File: config.mk
export PLATFORM = sky130hd
export DESIGN_NAME = seq_div
export DESIGN_NICKNAME = d
export VERILOG_FILES = /design/src/rtl/arith_pkg.sv /design/src/rtl/seq_div_step.sv /design/src/rtl/seq_div.sv
export SDC_FILE = /design/constraint.sdc
export NUM_CORES = 1
export LEC_CHECK = 0
export ABC_AREA = 1
export CAP_MARGIN = 10
export CORE_MARGIN = 2
export CORE_UTILIZATION = 50
export CTS_CLUSTER_DIAMETER = 40
export DETAILED_ROUTE_END_ITERATION = 6
export PLACE_DENSITY = 0.71
export SLEW_MARGIN = 20
export SYNTH_ARGS = -nofsm -noshare
export SYNTH_HDL_FRONTEND = slang
export SYNTH_SLANG_ARGS = --single-unit
File: constraint.sdc
create_clock -name clk -period 2.7 [get_ports clk]
set_input_delay 0.675 -clock clk [delete_from_list [all_inputs] [get_ports clk]]
set_output_delay 0.675 -clock clk [all_outputs]
set_load 0.05 [all_outputs]
File: src/rtl/arith_pkg.sv
// Shared types and helpers for the ArithmeticOps group.
package arith_pkg;

  // Widest operand the helpers handle; callers extend to this width and truncate back.
  localparam int unsigned MAX_W = 64;

  typedef logic [MAX_W-1:0] word_t;

  typedef enum logic [1:0] {
    IDLE = 2'd0,
    CALC = 2'd1,
    DONE = 2'd2
  } state_t;

  // Magnitude of a sign-extended operand when signed_mode is set, otherwise the raw value.
  function automatic word_t abs_val(input word_t x, input logic signed_mode);
    return (signed_mode && x[MAX_W-1]) ? (~x + word_t'(1)) : x;
  endfunction

  // Two's-complement negation when neg is set.
  function automatic word_t cond_neg(input word_t x, input logic neg);
    return neg ? (~x + word_t'(1)) : x;
  endfunction

endpackage

File: src/rtl/seq_div_step.sv
// One restoring-division iteration: shift {rem, quo} left and trial-subtract.
module div_step #(
  parameter int unsigned WIDTH = 8
) (
  input  logic [WIDTH-1:0] rem,
  input  logic [WIDTH-1:0] quo,
  input  logic [WIDTH-1:0] divisor,
  output logic [WIDTH-1:0] rem_next,
  output logic [WIDTH-1:0] quo_next
);

  logic [WIDTH:0] shifted;
  logic [WIDTH:0] trial;

  // Keep the trial difference when it does not borrow; the extra bit holds the shifted-out MSB.
  always_comb begin
    shifted = {rem, quo[WIDTH-1]};
    trial   = shifted - {1'b0, divisor};
    if (!trial[WIDTH]) begin
      rem_next = trial[WIDTH-1:0];
      quo_next = {quo[WIDTH-2:0], 1'b1};
    end else begin
      rem_next = shifted[WIDTH-1:0];
      quo_next = {quo[WIDTH-2:0], 1'b0};
    end
  end

endmodule

File: src/rtl/seq_div.sv
// Multi-cycle signed/unsigned divider, one restoring iteration per clock.
module seq_div
  import arith_pkg::*;
#(
  parameter int unsigned WIDTH = 8
) (
  input  logic             clk,
  input  logic             rst,
  input  logic             start,
  input  logic             signed_mode,
  input  logic [WIDTH-1:0] a,
  input  logic [WIDTH-1:0] b,
  output logic             busy,
  output logic             done,
  output logic [WIDTH-1:0] quotient,
  output logic [WIDTH-1:0] remainder,
  output logic             div_by_zero,
  output logic             overflow
);

  localparam int unsigned      CNT_W = $clog2(WIDTH + 1);
  localparam logic [WIDTH-1:0] MIN_V = {1'b1, {(WIDTH-1){1'b0}}};

  state_t           state_q, state_n;
  logic             accept_c;
  logic [CNT_W-1:0] cnt_q;
  logic [WIDTH-1:0] rem_q, quo_q, div_q;
  logic [WIDTH-1:0] rem_nxt, quo_nxt;
  logic             neg_quo, neg_rem, dbz_q, ovf_q;

  div_step #(.WIDTH(WIDTH)) u_step (
    .rem      (rem_q),
    .quo      (quo_q),
    .divisor  (div_q),
    .rem_next (rem_nxt),
    .quo_next (quo_nxt)
  );

  // State register.
  always_ff @(posedge clk or posedge rst) begin
    if (rst) state_q <= IDLE;
    else     state_q <= state_n;
  end

  // Next state; a zero divisor skips the iterations entirely.
  always_comb begin
    state_n  = state_q;
    accept_c = 1'b0;
    case (state_q)
      IDLE, DONE: begin
        state_n = IDLE;
        if (start) begin
          accept_c = 1'b1;
          state_n  = (b == '0) ? DONE : CALC;
        end
      end
      CALC:    if (cnt_q == CNT_W'(WIDTH - 1)) state_n = DONE;
      default: state_n = IDLE;
    endcase
  end

  // Datapath: operand capture, iteration, and result finalisation out of DONE.
  always_ff @(posedge clk or posedge rst) begin
    if (rst) begin
      busy        <= 1'b0;
      done        <= 1'b0;
      quotient    <= '0;
      remainder   <= '0;
      div_by_zero <= 1'b0;
      overflow    <= 1'b0;
      cnt_q       <= '0;
      rem_q       <= '0;
      quo_q       <= '0;
      div_q       <= '0;
      neg_quo     <= 1'b0;
      neg_rem     <= 1'b0;
      dbz_q       <= 1'b0;
      ovf_q       <= 1'b0;
    end else begin
      busy <= (state_n == CALC);
      done <= (state_q == DONE);
      if (state_q == DONE) begin
        quotient    <= dbz_q ? '1 : WIDTH'(cond_neg(MAX_W'(quo_q), neg_quo));
        remainder   <= dbz_q ? rem_q : WIDTH'(cond_neg(MAX_W'(rem_q), neg_rem));
        div_by_zero <= dbz_q;
        overflow    <= ovf_q;
      end
      if (accept_c) begin
        cnt_q   <= '0;
        // On divide-by-zero rem_q carries the raw dividend straight to the remainder.
        rem_q   <= (b == '0) ? a : '0;
        quo_q   <= WIDTH'(abs_val(MAX_W'($signed(a)), signed_mode));
        div_q   <= WIDTH'(abs_val(MAX_W'($signed(b)), signed_mode));
        neg_quo <= signed_mode & (a[WIDTH-1] ^ b[WIDTH-1]);
        neg_rem <= signed_mode & a[WIDTH-1];
        dbz_q   <= (b == '0);
        ovf_q   <= signed_mode && (a == MIN_V) && (b == '1);
      end else if (state_q == CALC) begin
        rem_q <= rem_nxt;
        quo_q <= quo_nxt;
        cnt_q <= (cnt_q == CNT_W'(WIDTH - 1)) ? '0 : cnt_q + CNT_W'(1);
      end
    end
  end

endmodule

==> results.py <==
metrics = {
    "synthesis": {
        "yosysUniqueCellTypes": 41,
        "synth_area_leader_cell": "dfrtp_1",
        "synth_compound_area_share_pct": 14.04,
        "synth_xor_xnor_area_share_pct": 4.607,
        "synth_top_area_share_pct": 39.49,
        "synthFlopType": "dfrtp_1",
        "synth_cells": 435,
        "synth_top_family_by_area": "simple AND/OR/NAND/NOR gates",
        "synthSimpleGateAreaFrac_pct": 27.28,
        "synthAdderAreaFrac_pct": 5.704,
        "yosys_warnings": 0,
        "ys_ff_latch": 54,
        "yosys-top-cells-count": "nand2_1 (87), inv_1 (68), dfrtp_1 (54)",
        "synth_most_common_cell": "nand2_1",
        "netlist_area_um2": 3422,
        "yosysSeqAreaShare_pct": 39.49,
        "synthArstFlopShare_pct": 100.0,
        "muxShareOfSynthArea_pct": 0,
        "syn_nets": 470,
        "synth-edff-count": 0,
        "synth_area_leaders": "dfrtp_1 (39%), nand2_1 (9.5%), inv_1 (7.5%)",
        "avgSynthCellArea_um2": 7.867,
    },
    "clock_network": {
        "post_cts_buffers": 0,
        "cts.sinks": 54,
        "numCtsBuffers": 5,
        "htree_levels": 2,
        "tritoncts": "built",
        "worstSkewPairLatency_ns": 0.32,
        "cts_buffer_depth": 2,
        "path_clk_slew_ns": 0.10,
        "cts_hold_buf": 0,
        "post_cts_resized": 0,
        "root_buffer": "clkbuf_8",
    },
    "floorplanning": {
        "die_x_um": 86.73,
        "die_y_um": 86.73,
        "initial_core_util_pct": 50.93,
        "die_area_um2": 7522,
        "rows": 30,
        "core_area_um2": 6719,
        "boundaryPins": 40,
    },
    "timing": {
        "finalCriticalPeriod_ns": 2.221,
        "worst_pin_slew_ns": 0.5381,
        "fin_setup_tns_ns": 0,
        "fin_crit_sh_pct": 82.25,
        "fmax_mhz": 450.3,
        "setup_viol_count_final": 0,
        "slew_headroom_pct": 64.04,
        "rsz0062_at_grt": "false",
        "fin_ws_ns": 0.4793,
        "finalClockSkew_ns": 0.007194,
        "hold_violations": 0,
        "slew_violations": 0,
    },
    "setup_path": {
        "crit_required_ns": 2.95,
        "critPathKind": "flip-flop to flip-flop",
        "worst_setup_path_end_kind": "flip-flop",
        "cp.arrival_ns": 2.47,
        "critPathMaxFanout": 9,
        "rr_worst_depth": 13,
        "worst_setup_path_start_kind": "flip-flop",
        "r2r_end": "rem_q[4]",
        "reg2reg_slack_ns": 0.48,
        "rr_startpoint": "quo_q[7]",
    },
    "worst_hold_path": {
        "hold_end": "remainder[5]",
        "hold_depth": 2,
        "hp-start": "remainder[5]",
        "hold_class": "flip-flop to flip-flop",
    },
    "finish": {
        "area_growth_pct": 17.44,
        "seqCellArea_um2": 1351,
        "diodes": 0,
        "fillers": 615,
        "drive_above_1_share_pct": 10.04,
        "final_cell_area_um2": 4019,
        "fin_nets": 512,
        "multiInputGateArea_um2": 1767,
    },
    "power_and_ir_drop": {
        "power.total_mw": 5.442,
        "p_leak_nw": 1.971,
        "ir_drop_v": 0.0004685,
        "power_density_nw_per_um2": 1354,
    },
    "global_route": {
        "grt_util_all_layers_pct": 21.54,
        "grt_overflow": 0,
        "grt_max_degree": 33,
        "grt_pass1_vias": 2838,
        "antenna_found_initial": 0,
        "grt_pass1_wl_um": 12900,
    },
    "flow_run": {
        "max_cap_viol_count": 0,
    },
    "drt": {
        "totalWireLength_um": 7655,
        "drtIter0Drc": 117,
        "vias": 2944,
        "route.detailed.drc": 0,
        "wl_per_cell_um": 13.72,
        "first_pass_iters": 4,
        "via_per_inst": 5.276,
        "ant_nets": 0,
    },
    "placement": {
        "pre_cts_ws_ns": 0.2795,
        "gp_congestion": 0.9444,
        "place_area_um2": 3926,
        "io_buffers": 39,
        "hpwlAfterDp_um": 6004,
    },
    "run_status": {
        "status": "finished, final reports clean",
    },
}
-- worst max-delay path, stage by stage (launching register included) --
cell and delay (ns):
dfrtp_1 0.41, inv_1 0.17, ha_1 0.17, inv_1 0.06, fa_1 0.39, nand2_1 0.08
nand2_1 0.12, nand3_2 0.14, nand2_2 0.08, nand2_4 0.14, nand2_8 0.09, nand2_1 0.07
nand3_1 0.09, a21oi_2 0.14
-- layer usage --
metal / part of all wire (%) / vias to the layer above / routed length, um / global-route usage, %
met2: 48 / 75 / 3646 / 34.55
met4: 1.8 / 0 / 139 / 8.523
met3: 4.6 / 12 / 352 / 3.238
met5: 0 / - / 0 / 0
li1: - / 1492 / - / -
met1: 46 / 1365 / 3516 / 29.37
-- worst max path at each step --
| stage | startpoint | endpoint | slack (ns) | depth (start not counted) |
|---|---|---|---|---|
| after floorplan | rst | busy | 0.71 | 1 |
| after global placement | b[0] | rem_q[4] | 0.38 | 11 |
| after detailed placement | b[0] | rem_q[4] | 0.28 | 11 |
| after CTS | quo_q[7] | rem_q[4] | 0.49 | 13 |
| after global routing | quo_q[7] | rem_q[2] | 0.37 | 13 |
| final | quo_q[7] | rem_q[4] | 0.48 | 13 |
-- metrics by stage --
step / cells / hold slack (ns) / util (%)
floorplan: 435 / 0.4422 / -
global placement: 550 / 0.4676 / 58.44
detailed placement: 550 / 0.4734 / 58.44
CTS: 558 / 0.4984 / 59.81
global route: 558 / 0.5182 / 59.81
finish: 558 / 0.4927 / 59.81
-- where the power goes --
| group | internal (mW) | switching, mW |
|---|---|---|
| Sequential | 1.17 | 0.282 |
| Clock | 0.186 | 0.287 |
| Combinational | 1.33 | 2.18 |
| Total | 2.69 | 2.75 |
-- cell usage in the layout (no fill, tap or decap), types with 5 or more instances in the layout --
cell type	count
xor2_1	13
a21oi_1	8
nand3_1	31
a31oi_1	6
nand3b_1	7
dfrtp_1	54
ha_1	14
nand2_1	87
clkbuf_8	5
nor3_1	6
inv_1	67
nand2_2	7
o221ai_1	5
nor2_1	37
xnor2_1	5
o21ai_0	32
clkdlybuf4s50_1	39
a21oi_2	7
-- logic make-up after synthesis --
group	Yosys count
adder cells (fa/ha/maj)	15
buffers and inverters	78
XOR/XNOR	18
AO/OA/AOI/OAI	76
flip-flops	54
AND/OR/NAND/NOR	194
-- layout make-up --
| cell class | count | share of cell area (%) |
|---|---|---|
| clock buffers | 5 | 1.712 |
| clock inverters | 3 | 0.5915 |
| inverters | 70 | 6.538 |
| multi-input cells | 303 | 43.96 |
| flip-flops and latches | 54 | 33.62 |
| well taps | 80 | 2.491 |
| repair buffers | 43 | 11.08 |
-- registers in the layout, indices dropped and copies added (netlist names) --
| name | flops |
|---|---|
| div_q | 8 |
| quo_q | 8 |
| quotient | 8 |
| rem_q | 8 |
| remainder | 8 |
| cnt_q | 4 |
| state_q | 2 |
| busy | 1 |
| dbz_q | 1 |
| div_by_zero | 1 |
| done | 1 |
| neg_quo | 1 |
| neg_rem | 1 |
| overflow | 1 |
| ovf_q | 1 |
Note: power is estimated with default switching activity, not from simulation.
